### config.mk
export PLATFORM = sky130hd
export DESIGN_NAME = conway_vga_render
export DESIGN_NICKNAME = d
export VERILOG_FILES = /design/src/rtl/conway_vga_pkg.sv /design/src/rtl/vga_timing.sv /design/src/rtl/conway_vga_render.sv
export SDC_FILE = /design/constraint.sdc
export NUM_CORES = 2
export LEC_CHECK = 0
export ABC_CLOCK_PERIOD_IN_PS = 3000
export CAP_MARGIN = 20
export CORE_AREA = 2 2 410 412
export CTS_BUF_LIST = sky130_fd_sc_hd__clkbuf_4 sky130_fd_sc_hd__clkbuf_8
export CTS_CLUSTER_SIZE = 40
export DETAILED_ROUTE_END_ITERATION = 12
export DIE_AREA = 0 0 412 414
export PLACE_DENSITY = 0.61
export SLEW_MARGIN = 30
export SYNTH_ARGS = -nofsm -noshare
export SYNTH_HDL_FRONTEND = slang
export SYNTH_SLANG_ARGS = --single-unit
### constraint.sdc
create_clock -name clk -period 3 [get_ports clk]
set_input_delay 0.45 -clock clk [delete_from_list [all_inputs] [get_ports clk]]
set_output_delay 0.45 -clock clk [all_outputs]
set_load 0.005 [all_outputs]
### src/rtl/conway_vga_pkg.sv
// conway_vga_pkg: shared timing defaults, colour constants and rgb_t.
// No ports; imported by vga_timing and conway_vga_render.
package conway_vga_pkg;

  localparam int DEF_H_ACTIVE = 640;
  localparam int DEF_H_FP     = 16;
  localparam int DEF_H_SYNC   = 96;
  localparam int DEF_H_BP     = 48;
  localparam int DEF_V_ACTIVE = 480;
  localparam int DEF_V_FP     = 10;
  localparam int DEF_V_SYNC   = 2;
  localparam int DEF_V_BP     = 33;

  localparam int DEF_CELL_PX  = 15;
  localparam int DEF_X_OFFSET = 80;
  localparam int DEF_GEN_DIV  = 8;
  localparam int GRID_N       = 32;

  localparam int H_TOTAL =
    DEF_H_ACTIVE + DEF_H_FP + DEF_H_SYNC + DEF_H_BP;
  localparam int V_TOTAL =
    DEF_V_ACTIVE + DEF_V_FP + DEF_V_SYNC + DEF_V_BP;
  localparam int HS_START = DEF_H_ACTIVE + DEF_H_FP;
  localparam int HS_END   = HS_START + DEF_H_SYNC - 1;
  localparam int VS_START = DEF_V_ACTIVE + DEF_V_FP;
  localparam int VS_END   = VS_START + DEF_V_SYNC - 1;

  typedef struct packed {
    logic [3:0] r;
    logic [3:0] g;
    logic [3:0] b;
  } rgb_t;

  localparam rgb_t COL_LIVE   = 12'hFFF;
  localparam rgb_t COL_DEAD   = 12'h000;
  localparam rgb_t COL_BORDER = 12'h004;
  localparam rgb_t COL_LINE   = 12'h222;

endpackage

### src/rtl/vga_timing.sv
// vga_timing: h/v counters, sync decode and active flag (stage 0).
// in clk, reset; out h_cnt, v_cnt, h_last, v_last, v_act, active, hsync_c, vsync_c
module vga_timing
  import conway_vga_pkg::*;
#(
  parameter int H_ACTIVE = DEF_H_ACTIVE,
  parameter int H_FP     = DEF_H_FP,
  parameter int H_SYNC   = DEF_H_SYNC,
  parameter int H_BP     = DEF_H_BP,
  parameter int V_ACTIVE = DEF_V_ACTIVE,
  parameter int V_FP     = DEF_V_FP,
  parameter int V_SYNC   = DEF_V_SYNC,
  parameter int V_BP     = DEF_V_BP
)(
  input  logic       clk,
  input  logic       reset,
  output logic [9:0] h_cnt,
  output logic [9:0] v_cnt,
  output logic       h_last,
  output logic       v_last,
  output logic       v_act,
  output logic       active,
  output logic       hsync_c,
  output logic       vsync_c
);

  localparam int HT = H_ACTIVE + H_FP + H_SYNC + H_BP;
  localparam int VT = V_ACTIVE + V_FP + V_SYNC + V_BP;

  localparam logic [9:0] H_END = 10'(HT - 1);
  localparam logic [9:0] V_END = 10'(VT - 1);
  localparam logic [9:0] H_ACT = 10'(H_ACTIVE);
  localparam logic [9:0] V_ACT = 10'(V_ACTIVE);
  localparam logic [9:0] HS_A  = 10'(H_ACTIVE + H_FP);
  localparam logic [9:0] HS_B  = 10'(H_ACTIVE + H_FP + H_SYNC - 1);
  localparam logic [9:0] VS_A  = 10'(V_ACTIVE + V_FP);
  localparam logic [9:0] VS_B  = 10'(V_ACTIVE + V_FP + V_SYNC - 1);

  assign h_last = (h_cnt == H_END);
  assign v_last = (v_cnt == V_END);

  always_ff @(posedge clk) begin
    if (reset) begin
      h_cnt <= '0;
      v_cnt <= '0;
    end else if (h_last) begin
      h_cnt <= '0;
      v_cnt <= v_last ? '0 : v_cnt + 10'd1;
    end else begin
      h_cnt <= h_cnt + 10'd1;
    end
  end

  assign v_act   = (v_cnt < V_ACT);
  assign active  = (h_cnt < H_ACT) && v_act;
  assign hsync_c = !((h_cnt >= HS_A) && (h_cnt <= HS_B));
  assign vsync_c = !((v_cnt >= VS_A) && (v_cnt <= VS_B));

endmodule

### src/rtl/conway_vga_render.sv
// conway_vga_render: 640x480 VGA view of a 32x32 Life grid, frame snapshot, gen divider.
// in clk, reset, grid_pack[1023:0]; out hsync, vsync, vga_r/g/b, frame_tick, gen_tick. Option: CONWAY_VGA_GRID_LINES_EN
module conway_vga_render
  import conway_vga_pkg::*;
#(
  parameter int H_ACTIVE = DEF_H_ACTIVE,
  parameter int H_FP     = DEF_H_FP,
  parameter int H_SYNC   = DEF_H_SYNC,
  parameter int H_BP     = DEF_H_BP,
  parameter int V_ACTIVE = DEF_V_ACTIVE,
  parameter int V_FP     = DEF_V_FP,
  parameter int V_SYNC   = DEF_V_SYNC,
  parameter int V_BP     = DEF_V_BP,
  parameter int CELL_PX  = DEF_CELL_PX,
  parameter int X_OFFSET = DEF_X_OFFSET,
  parameter int GEN_DIV  = DEF_GEN_DIV
)(
  input  logic          clk,
  input  logic          reset,
  input  logic [1023:0] grid_pack,
  output logic          hsync,
  output logic          vsync,
  output logic [3:0]    vga_r,
  output logic [3:0]    vga_g,
  output logic [3:0]    vga_b,
  output logic          frame_tick,
  output logic          gen_tick
);

  localparam logic [9:0] X_LO  = 10'(X_OFFSET);
  localparam logic [9:0] X_HI  = 10'(X_OFFSET + GRID_N * CELL_PX);
  localparam logic [9:0] X_PRE = 10'(X_OFFSET - 1);
  localparam logic [9:0] V_SNP = 10'(V_ACTIVE);
  localparam logic [3:0] S_END = 4'(CELL_PX - 1);
  localparam logic [7:0] F_END = 8'(GEN_DIV - 1);

  logic [9:0] h_cnt;
  logic [9:0] v_cnt;
  logic       h_last;
  logic       v_last;
  logic       v_act;
  logic       active;
  logic       hs_c;
  logic       vs_c;

  vga_timing #(
    .H_ACTIVE (H_ACTIVE),
    .H_FP     (H_FP),
    .H_SYNC   (H_SYNC),
    .H_BP     (H_BP),
    .V_ACTIVE (V_ACTIVE),
    .V_FP     (V_FP),
    .V_SYNC   (V_SYNC),
    .V_BP     (V_BP)
  ) u_timing (
    .clk     (clk),
    .reset   (reset),
    .h_cnt   (h_cnt),
    .v_cnt   (v_cnt),
    .h_last  (h_last),
    .v_last  (v_last),
    .v_act   (v_act),
    .active  (active),
    .hsync_c (hs_c),
    .vsync_c (vs_c)
  );

  logic [1023:0] snap;
  logic [7:0]    frame_cnt;
  logic [3:0]    sub_x;
  logic [3:0]    sub_y;
  logic [4:0]    col;
  logic [4:0]    row;
  logic          snap_pt;
  logic          border;
  logic          live;
  rgb_t          pix;
  rgb_t          rgb;

  assign snap_pt = (h_cnt == '0) && (v_cnt == V_SNP);

  always_ff @(posedge clk) begin
    if (reset) begin
      snap      <= '0;
      frame_cnt <= '0;
    end else if (snap_pt) begin
      snap      <= grid_pack;
      frame_cnt <= (frame_cnt == F_END) ? '0 : frame_cnt + 8'd1;
    end
  end

  // Cell counters track the current h_cnt/v_cnt: cleared one
  // cycle ahead so they read zero at the field's first pixel/line.
  always_ff @(posedge clk) begin
    if (reset) begin
      sub_x <= '0;
      col   <= '0;
    end else if (h_cnt == X_PRE) begin
      sub_x <= '0;
      col   <= '0;
    end else if (sub_x == S_END) begin
      sub_x <= '0;
      col   <= col + 5'd1;
    end else begin
      sub_x <= sub_x + 4'd1;
    end
  end

  always_ff @(posedge clk) begin
    if (reset) begin
      sub_y <= '0;
      row   <= '0;
    end else if (h_last && v_last) begin
      sub_y <= '0;
      row   <= '0;
    end else if (h_last && v_act) begin
      if (sub_y == S_END) begin
        sub_y <= '0;
        row   <= row + 5'd1;
      end else begin
        sub_y <= sub_y + 4'd1;
      end
    end
  end

  assign border = (h_cnt < X_LO) || (h_cnt >= X_HI);
  // Screen row 0 is the top, which shows grid row 31.
  assign live   = snap[{~row, col}];

  always_comb begin
    pix = '0;
    if (!active)
      pix = '0;
    else if (border)
      pix = COL_BORDER;
    else if (live)
      pix = COL_LIVE;
`ifdef CONWAY_VGA_GRID_LINES_EN
    else if (sub_x == '0 || sub_y == '0)
      pix = COL_LINE;
`endif
    else
      pix = COL_DEAD;
  end

  always_ff @(posedge clk) begin
    if (reset) begin
      hsync      <= 1'b1;
      vsync      <= 1'b1;
      rgb        <= '0;
      frame_tick <= 1'b0;
      gen_tick   <= 1'b0;
    end else begin
      hsync      <= hs_c;
      vsync      <= vs_c;
      rgb        <= pix;
      frame_tick <= snap_pt;
      gen_tick   <= snap_pt && (frame_cnt == F_END);
    end
  end

  assign vga_r = rgb.r;
  assign vga_g = rgb.g;
  assign vga_b = rgb.b;

endmodule

# Yosys cells after proc, flatten, opt, wreduce, memory -nomap -nowiden
# Cells that the tools add are included.
dict set report totals {
  ff_bits 1086
  input_bits 1026
  out_inout_bits 16
  elab_cells 66
}
dict set report op_classes {
  addsub 7
  order_cmp 9
  n_eq_ne 7
  n_mux 7
  bitwise 2
  reduce_logical 18
}
# cell n
set op_table {}
lappend op_table {{10-bit by 1-bit adder with 10-bit output, second input constant} 2}
lappend op_table {{10-bit equality test, second input constant} 2}
lappend op_table {{10-bit greater-or-equal comparator, second input constant} 2}
lappend op_table {{12-bit 2-to-1 mux} 1}
lappend op_table {{10-bit by 11-bit less-than comparator with 1-bit output, second input constant} 1}
lappend op_table {{5-bit by 1-bit adder with 5-bit output, second input constant} 2}
lappend op_table {{1-bit binary-select mux with 10-bit select} 1}
lappend op_table {{10-bit by 7-bit equality test with 1-bit output, second input constant} 1}
lappend op_table {{10-bit by 9-bit equality test with 1-bit output, second input constant} 1}
lappend op_table {{10-bit by 9-bit greater-or-equal comparator with 1-bit output, second input constant} 1}
lappend op_table {{10-bit less-or-equal comparator, second input constant} 1}
lappend op_table {{10-bit by 9-bit less-or-equal comparator with 1-bit output, second input constant} 1}
lappend op_table {{10-bit logical NOT} 1}
lappend op_table {{10-bit less-than comparator, second input constant} 1}
lappend op_table {{10-bit by 7-bit less-than comparator with 1-bit output, second input constant} 1}
lappend op_table {{10-bit by 9-bit less-than comparator with 1-bit output, second input constant} 1}
lappend op_table {{10-bit 2-to-1 mux} 1}
lappend op_table {{4-bit by 1-bit adder with 4-bit output, second input constant} 2}
lappend op_table {{8-bit by 1-bit adder with 8-bit output, second input constant} 1}
lappend op_table {{4-bit equality test, second input constant} 2}
lappend op_table {{8-bit by 3-bit equality test with 1-bit output, second input constant} 1}
lappend op_table {{8-bit 2-to-1 mux} 1}
lappend op_table {{2-bit OR reduction} 4}
lappend op_table {{1-bit logical AND} 7}
lappend op_table {{9 further kinds} 11}

# Longest topological paths before layout
dict set report depth {
  depth_word 5
  depth_mapped 14
  ltp_nobuf 9
}

# Modules after synthesis
# From an unflattened synthesis, not the netlist that was laid out.
dict set report unflattened {
  hier_cells 5477
  hier_area_um2 45658.8
}
# mod n_inst cells_each area_each_um2 seq_area_each_um2
set modules_own_cells {}
lappend modules_own_cells {conway_vga_render 1 5349 44571.5 21140.3}
lappend modules_own_cells {vga_timing 1 128 1087.3 400.4}

# Worst setup path after synthesis
# Ideal clock, no wire load.
dict set report synth_path {
  kind {reg-to-reg}
  start {reg col[0]}
  end {reg rgb (netlist bit vga_b[2])}
  arrival_ps 2448
  required_ps 2873
  setup_slack_ps 425
  stages_incl_launch_ff 13
  path_buffers 4
  cell_sequence {dfxtp_1 buf_6 buf_12 buf_6 buf_6 mux2i_1 o22ai_1 a2111oi_2 nand3b_1 o2111ai_1 or4_1 nand3_1 a31oi_1}
}
dict set report synth_via {
  elab_chain_len 4
}
# element line_no
set synth_rtl {}
lappend synth_rtl {{from (decl)} conway_vga_render.sv:72} ;# logic [4:0] col;
lappend synth_rtl {{from (signal assigned)} conway_vga_render.sv:103} ;# col <= col + 5'd1;
lappend synth_rtl {{1-bit binary-select mux with 10-bit select} conway_vga_render.sv:128} ;# assign live = snap[{~row, col}];
lappend synth_rtl {{1-bit 2-to-1 mux (implied by the code)} conway_vga_render.sv:128}
lappend synth_rtl {{12-bit 2-to-1 mux} conway_vga_render.sv:136} ;# else if (live)
lappend synth_rtl {{3-bit 2-to-1 mux} conway_vga_render.sv:134} ;# else if (border)
lappend synth_rtl {{to (signal assigned)} conway_vga_render.sv:156} ;# rgb <= pix;
lappend synth_rtl {{to (decl)} conway_vga_render.sv:78} ;# rgb_t rgb;
# Every way passes these cells. The select of a mux whose other input is x is not followed.
# A chain may end at the register's enable or synchronous reset.

# Worst setup path in the final report
# Ends and elaborated chain as after synthesis.

==> results.txt <==
- Global routing used 22.27% of the available tracks across all layers.
- The wire-length estimate of the detail-placed layout is 150200 microns.
- Clock tree synthesis selected as its root buffer the cell sky130_fd_sc_hd__clkbuf_8.
* Post-synthesis compound-gate area fraction: 15.00%
- The core region is 166300 sq um.
* Pin count of the biggest net entering global routing: 176
- Post-synthesis register bit count: 1076
- Data arrival time at the worst-slack endpoint: 3820 ps
* DP Cell Count: 8470
* Maximum ir drop on the vdd rail: 0.0003887 V
- WP data required: 3740 ps
- For this block, the routed nets add up to 198100 microns of wire.
- The synthesized netlist devotes 0.2472% of its cell area to adder and majority cells.
- The cell count after synthesis came out at 5446.
* Area share of and/or/nand/nor cells after synthesis: 19.05%
- No sink is reached through more buffers than the 3 on the longest clock path.
- Counting every net in the synthesized netlist gives 6481.
- Wire length of the first global-routing pass: 281600 microns
* Crit path max-delay family: multiplexers
- Maximum fanout count along the critical path: 7
* Post-Synth XOR/XNOR Area: 0.5768%
- Main area contributors after synthesis: sky130_fd_sc_hd__dfxtp_1 (47%), sky130_fd_sc_hd__nand2_1 (17%), sky130_fd_sc_hd__a21oi_1 (12%), sky130_fd_sc_hd__mux4_2 (9.3%), sky130_fd_sc_hd__mux2i_1 (3.2%)
* # H-tree levels: 4
- Area share of the leading cell type in the synthesized netlist: 47.29%
- Subtracting the final worst setup slack from the clock period gives 3077 ps.
- Headroom to the max-slew limit: 33.43%
* Slack of the critical path: -76.83 ps
* Max Clock Skew: 36.92 ps
* Hold Path Stages: 3
- Counting both buffers and inverters, the worst setup path holds a total of 4.
- The path with the worst hold slack has its endpoint at snap[749].
- Worst reg2reg endpoint: vga_b[2]
- Summed over all cells, the static leakage comes to 20.71 nW.
* Yosys warnings: 0
* Kind of start point of the critical path: flip-flop
- Final routed wire length divided by cell count: 22.30 microns
- In this design, the critical path's most frequently occurring cell is sky130_fd_sc_hd__buf_4.
* Ports placed on the boundary: 1042
* Worst slew pin tran: 998.6 ps
- Counting flops with a built-in enable in the synthesized netlist gives 0.
- Std-Cell Rows: 150
* Worst slack at placement: -419.3 ps
- The signal on the critical path passes through buf_12 -> buf_6 -> mux4_2 -> mux2_2 -> a221o_1 -> o211ai_1 -> buf_4 -> nand4_1 -> nor4_2 -> buf_4 -> a211o_1 -> a31oi_1.
* Area added between synthesis and finish: 40.55%
- Worst hold path startpoint: grid_pack[749]
* Antenna violations before repair: 34
* Worst path max stage delay: 480 ps
- Based on the critical path, the design can be clocked at up to 0.3250 GHz.
- Crit path kind: flip-flop to flip-flop
* Crit-path slowest cell: sky130_fd_sc_hd__dfxtp_4
* Status: finished, violations left
- The total count of hold-check failures in the final report came to 0.
- The synthesized netlist contains 64 unique library cells.
- Proportion of synthesized chip area in sequential cells: 47.29%
- Clock tree from TritonCTS: done
* Placed cell area: 59060 sq um
- CTS buffer count: 187
* Maximum Capacitance Violations: 0
* Vias post-DR: 43.56k
- The floorplan step set the die width to 412 microns.
- Dominant combinational cell family by area after synthesis: simple AND/OR/NAND/NOR gates
- Clk slew on worst S/H paths: 60 ps
* Port buffer count: 1041
- Setup repair after global routing could not meet its margin everywhere.
- Clock sink total: 1076
* Later-pin clock latency in the skew report: 900 ps
- At the end of the flow, the number of nets in the layout was 7540.
- Worst hold-check path type: input pin to flip-flop
- First DRT Iteration DRCs: 3564
- Violations in the final reports: setup timing
- Share of cell area taken by muxes after synthesis: 13.00%
* Chip Height: 414 microns
* Slack of the worst reg-to-reg path: -80 ps
* Vias in the first global route: 43.09k
- Summing all non-filler instances in the final layout gives an area of 64030 sq um.
- Worst r2r src: col[0]
* Max-slew violation total from the final report: 0
- A synthesized cell averages 8.365 sq um.
- In this run the power density over the cells is 480.1 nW/um^2.
- Global route total overflow: 0
- Ranked by instance count, the synthesized netlist is headed by sky130_fd_sc_hd__nand2_1 (2088), sky130_fd_sc_hd__dfxtp_1 (1076), sky130_fd_sc_hd__a21oi_1 (1067).
* Routability cong.: 0.9056
- By instance count, the leading cell after synthesis is sky130_fd_sc_hd__nand2_1.
* Final Non-Filler Cells: 8881
- sky130_fd_sc_hd__dfxtp_1 takes more of the synthesized area than any other cell.
* Initial cell density of the core: 27.40%
* Number of vias per cell: 4.905
* Final count of negative-setup-slack endpoints: 2
- Post-detailed-route count of antenna-violating nets: 0
- Post-route DRC: 0
* First-pass DRT Iterations: 8
- Total die area: 170600 sq um
- FF-to-FF path depth: 12
- The most used flip-flop cell after synthesis is sky130_fd_sc_hd__dfxtp_1.
* Kind of end point of the critical path: flip-flop
- Ratio of cells with drive above 1 in the final layout: 12.83%
- # fillers: 16.86k
- After synthesis the cells add up to 45550 sq um.
* Async set or reset register ratio after synthesis: 0%
* Share of the cycle needed by the critical path after routing: 102.6%
==> cells by family (layout without fill, tap and decap cells) <==
| kind of cell | count (synthesis) | in the layout |
|---|---|---|
| AOI/OAI and AO/OA | 1257 | 1257 |
| adders and majority gates | 9 | 9 |
| buffers and inverters | 477 | 1687 |
| and+or+nand+nor | 2245 | 2245 |
| DFF | 1076 | 1076 |
| muxes | 352 | 352 |
| xor gates and xnor gates | 30 | 30 |
| other | 0 | 21 |
==> per-stage QoR <==
| stage | utilization [%] | total power, W | TNS [ps] | hold WS, ps |
|---|---|---|---|---|
| after global routing | 38.50 | 0.03175 | -287.9 | 27.33 |
| after detailed placement | 35.52 | 0.01639 | -816.2 | 443.7 |
| after floorplan | - | 0.01484 | 0 | 417.6 |
| after global placement | 35.52 | 0.01639 | -852.6 | 437.2 |
| after CTS | 38.45 | 0.03103 | -191.5 | 0.1422 |
| final | 38.50 | 0.03074 | -122.7 | 110.5 |
==> routing by layer <==
metal	track usage, %	up-vias	wire [microns]
li1	-	20620	-
met1	27.38	20835	80340
met2	37.56	1716	95610
met3	4.279	377	13060
met4	9.965	14	8990
met5	0	-	79
==> worst max-delay path by stage <==
stage / cells after the start / to / startpoint
2_1_floorplan: 12 / vga_b[2] / col[0]
3_3_place_gp: 11 / vga_b[2] / col[0]
3_5_place_dp: 11 / vga_b[2] / col[0]
4_1_cts: 12 / vga_b[2] / col[0]
5_1_grt: 12 / vga_b[2] / col[0]
6_report: 12 / vga_b[2] / col[0]
==> layout make-up <==
| class | count | area [sq um] | area share (%) |
|---|---|---|---|
| multi-input cells | 3893 | 21990 | 34.34 |
| flip-flops and latches | 1076 | 21560 | 33.67 |
| repair buffers | 1337 | 13520 | 21.11 |
| clock buffers | 299 | 3752 | 5.861 |
| well taps | 2204 | 2758 | 4.307 |
| clock inverters | 41 | 360.3 | 0.5628 |
| diodes | 21 | 52.55 | 0.08208 |
| inverters | 10 | 37.54 | 0.05863 |
==> where the power goes <==
group | internal (W) | switching, W | leakage (nW)
sequential | 0.0143 | 0.00000795 | 8.67
clock | 0.00821 | 0.00641 | 2.17
combinational | 0.00125 | 0.000572 | 9.87
total | 0.0238 | 0.00699 | 20.7
==> sequential cells by signal, summed over array words and instances (netlist names) <==
signal,count
col,5
frame_cnt,8
frame_tick,1
gen_tick,1
hsync,1
row,5
snap,1024
sub_x,4
sub_y,4
u_timing.h_cnt,10
u_timing.v_cnt,10
vga_b,1
vga_r,1
vsync,1
==> worst reg2reg max path, stage by stage, from the launching register on <==
cell,delay [ps]
sky130_fd_sc_hd__dfxtp_4,480
sky130_fd_sc_hd__buf_12,190
sky130_fd_sc_hd__buf_6,130
sky130_fd_sc_hd__mux4_2,490
sky130_fd_sc_hd__mux2_2,280
sky130_fd_sc_hd__a221o_1,320
sky130_fd_sc_hd__o211ai_1,100
sky130_fd_sc_hd__buf_4,160
sky130_fd_sc_hd__nand4_1,180
sky130_fd_sc_hd__nor4_2,200
sky130_fd_sc_hd__buf_4,190
sky130_fd_sc_hd__a211o_1,150
sky130_fd_sc_hd__a31oi_1,100
==> repair_timing <==
item,4_1_cts,5_1_grt
pin swaps,13,3
resized for setup,42,9
endpoints found under the setup margin,2,2
buffers inserted,13,2
gates cloned,5,0
hold endpoints to repair,31,0
hold buffers,31,0
==> placed cells by master, fill, tap and decap left out, types with 7 or more instances in the layout <==
cell type / synthesis / final
sky130_fd_sc_hd__o21ai_0: 19 / 16
sky130_fd_sc_hd__dfxtp_1: 1076 / 1070
sky130_fd_sc_hd__a22oi_1: 30 / 29
sky130_fd_sc_hd__nor2_1: 54 / 53
sky130_fd_sc_hd__o22ai_1: 17 / 17
sky130_fd_sc_hd__clkbuf_4: 0 / 58
sky130_fd_sc_hd__a21oi_1: 1067 / 1064
sky130_fd_sc_hd__xnor2_1: 12 / 12
sky130_fd_sc_hd__ha_1: 9 / 9
sky130_fd_sc_hd__clkdlybuf4s50_1: 0 / 1040
sky130_fd_sc_hd__mux4_2: 189 / 189
sky130_fd_sc_hd__mux2i_1: 147 / 147
sky130_fd_sc_hd__clkinv_2: 0 / 21
sky130_fd_sc_hd__buf_4: 35 / 203
sky130_fd_sc_hd__a211oi_1: 11 / 7
sky130_fd_sc_hd__xor2_1: 18 / 18
sky130_fd_sc_hd__clkinvlp_4: 0 / 9
sky130_fd_sc_hd__nand2_1: 2088 / 2088
sky130_fd_sc_hd__diode_2: 0 / 21
sky130_fd_sc_hd__and3_1: 8 / 8
sky130_fd_sc_hd__dlygate4sd3_1: 0 / 31
sky130_fd_sc_hd__buf_12: 1 / 50
sky130_fd_sc_hd__nand4_1: 11 / 11
sky130_fd_sc_hd__nand3_1: 25 / 23
sky130_fd_sc_hd__mux2_2: 15 / 15
sky130_fd_sc_hd__nor3_1: 11 / 9
sky130_fd_sc_hd__inv_1: 8 / 8
sky130_fd_sc_hd__a221oi_1: 12 / 10
sky130_fd_sc_hd__o221ai_1: 39 / 36
sky130_fd_sc_hd__a22o_1: 18 / 18
sky130_fd_sc_hd__clkbuf_8: 0 / 241
Power figures use the tool's default switching activity.
